File: config.mk
export PLATFORM = sky130hd
export DESIGN_NAME = multicycle_controller
export DESIGN_NICKNAME = d
export VERILOG_FILES = /design/src/rtl/multicycle_controller.sv
export SDC_FILE = /design/constraint.sdc
export NUM_CORES = 1
export LEC_CHECK = 0
export ABC_AREA = 1
export BUFFER_PORTS_ARGS = -buffer_cell sky130_fd_sc_hd__buf_2
export CAP_MARGIN = 10
export CELL_PAD_IN_SITES_DETAIL_PLACEMENT = 0
export CELL_PAD_IN_SITES_GLOBAL_PLACEMENT = 1
export CORE_AREA = 5 5 73 75
export DETAILED_ROUTE_END_ITERATION = 8
export DIE_AREA = 0 0 78 80
export PLACE_DENSITY = 0.77
export SLEW_MARGIN = 30
export SYNTH_ARGS = -nofsm -noshare
export SYNTH_HDL_FRONTEND = slang
export SYNTH_SLANG_ARGS = --single-unit
export TNS_END_PERCENT = 10
File: constraint.sdc
create_clock -name clk -period 2.3 [get_ports clk]
set_input_delay 0.46 -clock clk [delete_from_list [all_inputs] [get_ports clk]]
set_output_delay 0.46 -clock clk [all_outputs]
set_load 0.02 [all_outputs]
File: src/rtl/multicycle_controller.sv
// Multicycle control FSM: fetch/decode/exec/mem/wb sequencing with
// memory handshake, wait timeout and a sticky error state.
module multicycle_controller #(
    parameter int ALUOP_W = 4,
    parameter int TIMEOUT = 16,
    parameter int HALF_EN = 1
) (
    input  logic               clk,
    input  logic               rst,
    input  logic [5:0]         opcode,
    input  logic [5:0]         funct,
    input  logic               zero,
    input  logic               mem_ready,
    output logic               PCWrite,
    output logic               IRWrite,
    output logic               MemRead,
    output logic               MemWrite,
    output logic               MemtoReg,
    output logic               RegWrite,
    output logic               RegDst,
    output logic               Jr,
    output logic               Jump,
    output logic               Jal,
    output logic               Extend_h,
    output logic [ALUOP_W-1:0] ALUOp,
    output logic [2:0]         state,
    output logic               instr_done,
    output logic               err
);

    typedef enum logic [2:0] {
        FETCH  = 3'd0,
        DECODE = 3'd1,
        EXEC   = 3'd2,
        MEM    = 3'd3,
        WB     = 3'd4,
        ERR    = 3'd5
    } state_t;

    typedef enum logic [3:0] {
        C_ILL, C_ALU, C_BEQ, C_BNE, C_J, C_JAL,
        C_JR, C_JALR, C_LOAD, C_STORE
    } cls_t;

    typedef struct packed {
        cls_t       cls;
        logic [3:0] alu;
        logic       half;
        logic       rtype;
    } dec_t;

    localparam int CW = (TIMEOUT > 1) ? $clog2(TIMEOUT) : 1;

    state_t        cur, nxt;
    logic [CW-1:0] cnt;
    logic [5:0]    op_q, fn_q;
    dec_t          dq;
    logic          tmo;

    function automatic dec_t decode(input logic [5:0] op,
                                    input logic [5:0] fn);
        dec_t d;
        d = '0;
        d.cls = C_ILL;
        case (op)
            6'h00: begin
                d.rtype = 1'b1;
                d.cls   = C_ALU;
                case (fn)
                    6'h20:   d.alu = 4'd1;
                    6'h22:   d.alu = 4'd2;
                    6'h24:   d.alu = 4'd3;
                    6'h25:   d.alu = 4'd4;
                    6'h26:   d.alu = 4'd5;
                    6'h27:   d.alu = 4'd6;
                    6'h2a:   d.alu = 4'd7;
                    6'h00:   d.alu = 4'd8;
                    6'h02:   d.alu = 4'd9;
                    6'h08:   d.cls = C_JR;
                    6'h09:   d.cls = C_JALR;
                    default: d.cls = C_ILL;
                endcase
            end
            6'h08: begin d.cls = C_ALU;   d.alu = 4'd1;  end
            6'h0c: begin d.cls = C_ALU;   d.alu = 4'd3;  end
            6'h0a: begin d.cls = C_ALU;   d.alu = 4'd7;  end
            6'h04: begin d.cls = C_BEQ;   d.alu = 4'd10; end
            6'h05: begin d.cls = C_BNE;   d.alu = 4'd11; end
            6'h23: begin d.cls = C_LOAD;  d.alu = 4'd1;  end
            6'h2b: begin d.cls = C_STORE; d.alu = 4'd1;  end
            6'h02: d.cls = C_J;
            6'h03: d.cls = C_JAL;
            6'h21: if (HALF_EN != 0) begin
                d.cls  = C_LOAD;
                d.alu  = 4'd1;
                d.half = 1'b1;
            end
            6'h29: if (HALF_EN != 0) begin
                d.cls  = C_STORE;
                d.alu  = 4'd1;
                d.half = 1'b1;
            end
            default: d.cls = C_ILL;
        endcase
        return d;
    endfunction

    assign dq    = decode(op_q, fn_q);
    assign tmo   = (cnt == CW'(TIMEOUT - 1)) && !mem_ready;
    assign state = cur;

    always_ff @(posedge clk or negedge rst) begin
        if (!rst) begin
            cur  <= FETCH;
            cnt  <= '0;
            op_q <= '0;
            fn_q <= '0;
        end else begin
            cur <= nxt;
            if (nxt != cur)
                cnt <= '0;
            else if (!mem_ready && (cur == FETCH || cur == MEM))
                cnt <= cnt + CW'(1);
            if (cur == DECODE) begin
                op_q <= opcode;
                fn_q <= funct;
            end
        end
    end

    // Every output is gated by rst so reset silences strobes immediately.
    always_comb begin
        nxt        = cur;
        PCWrite    = 1'b0;
        IRWrite    = 1'b0;
        MemRead    = 1'b0;
        MemWrite   = 1'b0;
        MemtoReg   = 1'b0;
        RegWrite   = 1'b0;
        RegDst     = 1'b0;
        Jr         = 1'b0;
        Jump       = 1'b0;
        Jal        = 1'b0;
        Extend_h   = 1'b0;
        ALUOp      = '0;
        instr_done = 1'b0;
        err        = 1'b0;
        if (rst) begin
            case (cur)
                FETCH: begin
                    MemRead = 1'b1;
                    if (mem_ready) begin
                        IRWrite = 1'b1;
                        PCWrite = 1'b1;
                        nxt     = DECODE;
                    end else if (tmo) begin
                        nxt = ERR;
                    end
                end
                DECODE: begin
                    if (decode(opcode, funct).cls == C_ILL)
                        nxt = ERR;
                    else
                        nxt = EXEC;
                end
                EXEC: begin
                    Extend_h = dq.half;
                    ALUOp    = ALUOP_W'(dq.alu);
                    nxt      = FETCH;
                    case (dq.cls)
                        C_ALU:   nxt = WB;
                        C_BEQ:   PCWrite = zero;
                        C_BNE:   PCWrite = !zero;
                        C_J: begin
                            Jump    = 1'b1;
                            PCWrite = 1'b1;
                        end
                        C_JAL: begin
                            Jump     = 1'b1;
                            Jal      = 1'b1;
                            RegWrite = 1'b1;
                            PCWrite  = 1'b1;
                        end
                        C_JR: begin
                            Jr      = 1'b1;
                            PCWrite = 1'b1;
                        end
                        C_JALR: begin
                            Jr       = 1'b1;
                            Jal      = 1'b1;
                            RegWrite = 1'b1;
                            PCWrite  = 1'b1;
                        end
                        C_LOAD, C_STORE: nxt = MEM;
                        default: nxt = ERR;
                    endcase
                end
                MEM: begin
                    Extend_h = dq.half;
                    MemRead  = (dq.cls == C_LOAD);
                    MemWrite = (dq.cls != C_LOAD);
                    if (mem_ready)
                        nxt = (dq.cls == C_LOAD) ? WB : FETCH;
                    else if (tmo)
                        nxt = ERR;
                end
                WB: begin
                    RegWrite = 1'b1;
                    RegDst   = dq.rtype;
                    MemtoReg = (dq.cls == C_LOAD);
                    Extend_h = dq.half;
                    nxt      = FETCH;
                end
                ERR: err = 1'b1;
                default: nxt = ERR;
            endcase
            instr_done = (cur != FETCH) && (nxt == FETCH);
        end
    end

endmodule

# Word level (Yosys, flattened, before mapping)
# Index checks and enable logic that the tools add are counted.
[word_totals]
register_bits = 19
inputBits = 16
output_inout_bits = 20
[op_classes]
addsub = 1
n_eq_ne = 59
muxes = 53
reduce_logical = 32
[op_table]
columns = ["operator", "count"]
rows = [
  ["6-bit == test, second input constant", 22],
  ["4-bit one-hot mux with 8 select lines", 2],
  ["6-bit by 4-bit == test with 1-bit output, second input constant", 10],
  ["6-bit by 2-bit == test with 1-bit output, second input constant", 6],
  ["4-bit one-hot mux with 9 select lines", 1],
  ["1-bit two-way mux", 28],
  ["3-bit one-hot mux with 3 select lines", 3],
  ["6-bit by 3-bit == test with 1-bit output, second input constant", 4],
  ["6-bit zero test", 4],
  ["4-bit two-way mux", 6],
  ["4-bit one-hot mux with 6 select lines", 1],
  ["3-bit two-way mux", 7],
  ["3-bit one-hot mux with 6 select lines", 1],
  ["2-bit OR reduction", 9],
  ["9-bit OR reduction", 2],
  ["4-bit by 3-bit == test with 1-bit output, second input constant", 4],
  ["4-bit == test, second input constant", 3],
  ["3-bit OR reduction", 3],
  ["4-bit by 2-bit == test with 1-bit output, second input constant", 2],
  ["3-bit by 2-bit == test with 1-bit output, second input constant", 2],
  ["3-bit == test, second input constant", 2],
  ["3-bit zero test", 2],
  ["1-bit one-hot mux with 2 select lines", 3],
  ["6-bit OR reduction", 1],
  ["14 further kinds", 17],
]

# Logic depth before layout (Yosys ltp)
# Gate-level depths: netlist of the first run.
[logic_depth]
word_depth = 13
depth_mapped = 14
depth_no_buf = 14

# Worst setup path after synthesis of the first run
# OpenSTA, ideal clock, no wires.
[synth_timing]
path_type = "reg2out"
startpoint = "reg cur[1], in the netlist state[1]"
endpoint = "out instr_done"
arrival_ns = 1.826
t_required_ns = 1.840
setup_slack_ns = 0.014
path_stages_with_launch = 9
cell_sequence = "dfrtp_1 > buf_6 > nor2_2 > nor2_1 > nor3_2 > o211ai_1 > a21oi_2 > nand2_2 > nor4b_2"
[synth_via]
elab_chain_len = 7
[synth_rtl]
columns = ["element", "line_no", "text"]
rows = [
  ["start, declared", "54", "state_t cur, nxt;"],
  ["start signal, assigned", "119", "cur <= nxt;"],
  ["3-bit two-way mux", "156, 204", ""],
  ["3-bit two-way mux, on equally long branches", "202, 152", ""],
  ["3-bit one-hot mux with 6 select lines", "149", "case (cur)"],
  ["3-bit two-way mux", "148", "if (rst) begin"],
  ["3-bit zero test", "217", "instr_done = (cur != FETCH) && (nxt == FETCH);"],
  ["1-bit logical AND *", "217", ""],
  ["1-bit two-way mux *", "148", ""],
  ["end, declared", "27", "output logic instr_done,"],
]
# Every way passes the cells marked *; elsewhere a longest branch is shown, timed or not. The select of a mux whose other input is x is not followed.

# Final worst setup path of the first run
[layout_timing]
startpoint = "reg op_q[0]"
endpoint = "out instr_done"
[layout_via]
elab_chain_len = 11
[layout_rtl]
columns = ["element", "line_no", "text"]
rows = [
  ["start, declared", "56", "logic [5:0] op_q, fn_q;"],
  ["start signal, assigned", "125", "op_q <= opcode;"],
  ["6-bit by 4-bit == test with 1-bit output / 6-bit == test (equally long branches)", "65", "case (op)"],
  ["3-bit OR reduction (no source line) / 2-bit OR reduction (equally long branches)", "n/a", ""],
  ["4-bit one-hot mux with 8 select lines *", "65", ""],
  ["4-bit by 3-bit == test with 1-bit output, or another cell as far along", "170", "case (dq.cls)"],
  ["6-bit OR reduction (no source line), or another cell as far along", "n/a", ""],
  ["3-bit one-hot mux with 3 select lines / 3-bit two-way mux (equally long branches)", "170, 202", ""],
  ["3-bit one-hot mux with 6 select lines *", "149", ""],
  ["3-bit two-way mux *", "148", ""],
  ["3-bit zero test *", "217", ""],
  ["1-bit logical AND *", "217", ""],
  ["1-bit two-way mux *", "148", ""],
]
# Marks and branches as above.

==> impl_metrics.csv, run 1 <==
group,metric,value,unit
drt,avgRoutedWirePerCell,12.73,microns
power,power_density,1166,nW/um^2
setup_path,r2r-start,"op_q[0]$_DFFE_PN0P_",
timing,clock.fmax,407.2,MHz
global_routing,overflow,0,
die,core_area,4598,sq um
clock_network,clk_latency,0.25,ns
clock_network,cts_root_buffer,"clkbuf_8",
synth,synth-seq-cells,19,
die,start_util,36.41,%
global_routing,grt_pass1_vias,1762,
clock_network,hold_buffers,0,
synth,synth.top_cells.by_area,"dfrtp_1 (28%), nand2_1 (13%), nand3_1 (6.6%)",
final_layout,drive_gt1_share,42.95,%
clock_network,cts.sinks,19,
outcome,status,"finished, violations left",
setup_path,crit_start,"op_q[0]$_DFFE_PN0P_",
synth,synth_top_flop_cell,"dfrtp_1",
timing,finalCritPeriodShare,106.8,%
synth,syn_area_per_cell,6.778,sq um
place,dp.final_hpwl,3636,microns
final_layout,diodes,0,
global_routing,antenna_found_initial,0,
synth,synth_top_cell_by_area,"dfrtp_1",
clock_network,cts_buffers,3,
drt,drtIter0Drc,70,
drt,drc_errors,0,
global_routing,grt_first_pass_wirelength,7672,microns
die,die_x,78,microns
timing,finalClockSkew,0.007127,ns
global_routing,grt_max_degree,24,
timing,maxSlewViolCount,0,
outcome,violations,"negative setup slack",
final_layout,syn_to_final_growth,42.15,%
timing,worstMarginPinSlew,0.2976,ns
drt,drtPass1Iterations,4,
synth,synth-seq-area-share,28.40,%
drt,via_per_inst,4.874,
final_layout,nFillCells,456,
final_layout,seq_area,481.7,sq um
synth,synth.top_cell.area_share,28.40,%
timing,layout_setup_ws,-0.1559,ns
power,p_leak,1.194,nW
synth,syn_area,1674,sq um
synth,synth_commonest_cells,"nand2_1 (58), inv_1 (29), nor2_1 (24)",
drt,ant_nets,0,
final_layout,fin_nets,337,
setup_path,critical_path.max_fanout,5,
die,io_pins,36,
timing,finalSetupViolCount,2,
synth,ys_warn_count,0,
timing,rsz0062_at_grt,"true",
die,fp.dieH,80,microns
power,ir_drop,0.0005793,V
setup_path,start_kind,"register",
synth,yosysUniqueCellTypes,42,
synth,async_reset_ff_share,100.0,%
clock_network,cts_tree,"yes",
min_path,hold_class,"input pin to asynchronous set/reset pin",
setup_path,crit_end,"instr_done",
timing,period_needed,2.456,ns
job,drv_cap,0,
place,gp_congestion,0.8322,
synth,syn_inst,247,
setup_path,worstRegToRegCells,14,
setup_path,arrival,2.00,ns
global_routing,grt.total_usage,14.86,%
die,die_area,6240,sq um
synth,synth-edff-count,0,
place,port_buffers,35,
timing,whs,0.04561,ns
clock_network,htree_levels,1,
timing,finalHoldViolCount,0,
setup_path,cp.required,1.84,ns
setup_path,cp-end-kind,"output port",
setup_path,crit_type,"register to output port",
clock_network,path_clk_slew,0.07,ns
timing,slew-limit-headroom,80.09,%
final_layout,multi_input_area,1189,sq um
synth,synth_most_common_cell,"nand2_1",
drt,wl,4750,microns
setup_path,worstReg2RegEnd,"cnt[0]$_DFFE_PN0P_",
synth,syn-num-nets,264,
setup_path,r2r_slack,0.27,ns
power,p_total,2.775,mW
drt,vias,1818,
clock_network,clock_path_buffers,2,
die,rows,25,
## state kept, by name (all words and copies together), names as in the netlist
register and flops:
fn_q 6, op_q 6, cnt 4, state 3
## cells by family after synthesis
logic type	Yosys count	share of synthesized area [%]
muxes	2	1.271
AOI/OAI and AO/OA	37	13.68
and+or+nand+nor	148	45.52
xor gates and xnor gates	3	1.570
DFF	19	28.40
buffers and inverters	37	8.818
adders and majority gates	1	0.7473
## layout make-up
cell class	count	area share [%]
Tap cell	54	2.839
Clock buffer	4	1.893
Sequential cell	19	20.24
Multi-Input combinational cell	191	49.95
Inverter	33	5.415
Timing Repair Buffer	72	19.66
## how the worst min path moves through the flow
stage                     start                  end  slack, ns  cells after the start
after floorplan             rst   cnt[0]$_DFFE_PN0P_       0.16                      0
after global placement      rst  fn_q[1]$_DFFE_PN0P_       0.32                      1
after detailed placement    rst  fn_q[5]$_DFFE_PN0P_       0.31                      1
after CTS                   rst  fn_q[5]$_DFFE_PN0P_       0.04                      1
after global routing        rst  fn_q[1]$_DFFE_PN0P_       0.05                      1
final                       rst  fn_q[1]$_DFFE_PN0P_       0.05                      1
## power breakdown
group | switching [mW] | internal, mW | total [mW]
clock network | 0.104 | 0.123 | 0.227
registers | 0.225 | 0.480 | 0.705
logic | 1.05 | 0.791 | 1.84
## repair_timing
action,4_1_cts,5_1_grt
buffers inserted,11,5
pin swaps,7,8
cloned,0,0
hold endpoints to repair,0,0
endpoints found under the setup margin,3,10
resized for setup,18,30
## through the flow
stage | TNS, ns | util (%) | cells | setup slack, ns | instance area, sq um
global placement | -0.006201 | 44.60 | 353 | -0.006201 | 2051
finish | -0.2828 | 51.76 | 373 | -0.1559 | 2380
CTS | -0.2583 | 48.54 | 368 | -0.1299 | 2232
detailed placement | -0.003215 | 44.60 | 353 | -0.003215 | 2051
floorplan | 0 | - | 247 | 0.01384 | 1674
global route | -0.6866 | 51.76 | 373 | -0.2725 | 2380
## layer usage
metal,wire (microns),vias up,track usage [%]
li1,-,969,-
met1,2259,817,19.06
met2,2292,28,25.46
met3,156,4,2.144
met4,41,0,4.899
met5,0,-,0
## placed cells by master (no fill, tap or decap), types with 2 or more instances in the layout
cell type  Yosys  routed
a21oi_1        5       5
a21oi_2        2       2
a31oi_1        2       2
buf_2          1      29
buf_4          0      43
clkbuf_8       0       3
dfrtp_1       19      14
dfrtp_2        0       5
inv_1         29      25
inv_2          4       6
inv_4          0       2
nand2_1       58      53
nand2_2        3       8
nand3_1       22      18
nand3_2        6       8
nand3_4        0       2
nand4_1        7       7
nor2_1        24      18
nor2_2         8       5
nor2_4         2      11
nor3_1         6       3
nor3_2         5       7
nor3_4         1       2
o211ai_1       2       2
o21ai_0       16      16
o21ai_1        2       2
xor2_1         2       2
## worst max-delay path, cell delays in order, from the launching register on
cell and delay [ns]:
dfrtp_1 0.43, nor2_2 0.16, nand2_2 0.09, nor2_4 0.15
nand3_4 0.11, nand3_4 0.09, nor2_4 0.05, a21oi_4 0.12
nand3_2 0.10, nor4b_4 0.26, buf_4 0.17
Power figures use the tool's default switching activity.
==> inputs of run 2 (changes only) <==
==> constraint.sdc (replaced) <==
create_clock -name clk -period 2.4 [get_ports clk]
set_input_delay 0.48 -clock clk [delete_from_list [all_inputs] [get_ports clk]]
set_output_delay 0.48 -clock clk [all_outputs]
set_load 0.02 [all_outputs]
==> run 2 against run 1 <==
- the flow still finishes with violations (negative setup slack)
- via count decreased by 1.5%
- first-iteration DRC count is 51% higher
- sequential share of layout area rose by 1.3 points
- combinational power decreased by 14%
- total power is 11% lower
- clock-buffer cell count fell by 1
- worst hold slack better by 0.029 ns
- clock power down 4%
- largest power group unchanged
- highest routed layer unchanged
==> impl_metrics.csv, run 2 (same netlist as run 1, synthesis figures left out) <==
group,metric,value,unit
outcome,status,"finished, violations left",
outcome,violations,"negative setup slack",
clock_network,cts.sinks,19,
global_routing,grt_first_pass_wirelength,7693,microns
setup_path,worstRegToRegCells,14,
global_routing,grt_pass1_vias,1721,
final_layout,top_regs,"fn_q x6, op_q x6, cnt x4",
timing,maxSlewViolCount,0,
timing,finalCritPeriodShare,104.8,%
clock_network,htree_levels,1,
final_layout,diodes,0,
setup_path,slowest_stage,"dfrtp_1",
setup_path,cp_num_buf_inv,1,
die,core_area,4598,sq um
min_path,hold_class,"input pin to asynchronous set/reset pin",
timing,finalHoldViolCount,0,
setup_path,cp-end-kind,"output port",
final_layout,final_cell_mix,"nand2_1 (55), buf_2 (32), buf_4 (30), inv_1 (25)",
drt,drc_errors,0,
job,drv_cap,0,
die,start_util,36.41,%
timing,rsz0062_at_grt,"true",
die,io_pins,36,
setup_path,worstReg2RegEnd,"cnt[3]$_DFFE_PN0P_",
drt,drtIter0Drc,106,
place,dp.final_hpwl,3686,microns
setup_path,slowest_delay,0.43,ns
clock_network,path_clk_slew,0.07,ns
place,dpl.cell_count,346,
timing,slew-limit-headroom,79.55,%
place,port_buffers,35,
power,pwr-share-comb,64.6,%
timing,period_needed,2.515,ns
drt,vias,1791,
power,swShare,50.23,%
die,die_area,6240,sq um
global_routing,grt.total_usage,14.79,%
setup_path,cp.required,1.92,ns
setup_path,crit_type,"register to output port",
die,die_x,78,microns
clock_network,clk_latency,0.25,ns
power,p_switching,1.239,mW
setup_path,critical_path.max_fanout,5,
timing,finalClockSkew,0.001915,ns
timing,layout_setup_ws,-0.1146,ns
setup_path,worstPathCellList,"nor2_4 -> nand2_2 -> nor2_4 -> nand3_2 -> nand3_2 -> nor2_2 -> a21oi_4 -> nand3_2 -> nor4b_2 -> buf_4",
power,power_density,1105,nW/um^2
final_layout,fin_nets,327,
power,ir_drop,0.0006671,V
final_layout,stdcell_count,363,
timing,setup-tns-final,-0.1173,ns
die,fp.dieH,80,microns
global_routing,overflow,0,
die,rows,25,
drt,ant_nets,0,
drt,drtPass1Iterations,4,
clock_network,cts_tree,"yes",
power,p_leak,1.131,nW
timing,worstMarginPinSlew,0.3068,ns
final_layout,syn_to_final_growth,33.33,%
setup_path,arrival,2.03,ns
setup_path,r2r_slack,0.31,ns
drt,via_per_inst,4.934,
global_routing,antenna_found_initial,0,
global_routing,grt_max_degree,24,
clock_network,cts_buffers,3,
clock_network,clock_path_buffers,2,
setup_path,critPathTopFamily,"simple AND/OR/NAND/NOR gates",
timing,clock.fmax,397.7,MHz
setup_path,start_kind,"register",
timing,finalSetupViolCount,2,
setup_path,cpMostUsedCell,"nand3_2",
setup_path,r2r-start,"op_q[5]$_DFFE_PN0P_",
drt,wl,4602,microns
final_layout,layout_commonest_cell,"nand2_1",
final_layout,drive_gt1_share,40.45,%
power,p_clk_share,8.8,%
power,seq_power_share,26.6,%
timing,whs,0.07455,ns
clock_network,cts_root_buffer,"clkbuf_8",
power,p_int,1.228,mW
drt,avgRoutedWirePerCell,12.68,microns
place,gp_congestion,0.8560,
[run 2: cell count changes in the layout (fill, tap and decap cells not counted), moves of 2 or more]
cell and change:
buf_4 -13, nor2_2 +6, nor2_4 -6, buf_2 +3
nand2_1 +2, nand2_2 -2, nand3_2 +2, nand3_4 -2
[run 2: per-layer routing]
metal	track usage (%)	wire, microns	up-vias
li1	-	-	944
met5	0	0	-
met2	24.21	2139	25
met4	4.223	50	0
met1	19.97	2251	818
met3	2.483	161	4
[run 2: worst max-delay path by stage]
stage	startpoint	to	slack (ns)	depth (start not counted)
finish	op_q[5]$_DFFE_PN0P_	instr_done	-0.11	10
global route	op_q[5]$_DFFE_PN0P_	instr_done	-0.23	10
CTS	op_q[5]$_DFFE_PN0P_	instr_done	-0.11	10
detailed placement	opcode[1]	instr_done	0.04	11
global placement	fn_q[2]$_DFFE_PN0P_	instr_done	0.05	12
floorplan	state[1]$_DFF_PN0_	instr_done	0.09	8
[run 2: what timing repair did]
action,4_1_cts,5_1_grt
endpoints found under the hold margin,0,0
pin swaps,5,7
cloned,0,0
hold buffers,0,0
resized for setup,11,22
buffers inserted,8,5
setup endpoints to repair,2,8
[run 2: area by class of cell]
type | instances | area, sq um
flip-flops and latches | 19 | 481.7
clock inverters | 1 | 5.005
multi-input cells | 191 | 1125
repair buffers | 62 | 385.4
inverters | 33 | 126.4
clock buffers | 3 | 41.29
well taps | 54 | 67.56
fillers | 484 | 2366
[run 2: metrics by stage]
stage / area [sq um] / power, mW / utilization (%) / setup slack, ns
CTS: 2137 / 2.330 / 46.48 / -0.1147
detailed placement: 1998 / 1.974 / 43.46 / 0.03598
finish: 2232 / 2.467 / 48.54 / -0.1146
global route: 2232 / 2.698 / 48.54 / -0.2273
floorplan: 1674 / 1.571 / - / 0.09384
global placement: 1998 / 1.961 / 43.46 / 0.04594
[run 2: power groups by stage]
stage | logic, mW | clock network [mW] | registers [mW]
3_3_place_gp | 1.35 | 0 | 0.610
5_1_grt | 1.78 | 0.237 | 0.676
4_1_cts | 1.48 | 0.227 | 0.627
2_1_floorplan | 0.954 | 0 | 0.617
3_5_place_dp | 1.36 | 0 | 0.614
6_report | 1.59 | 0.218 | 0.655
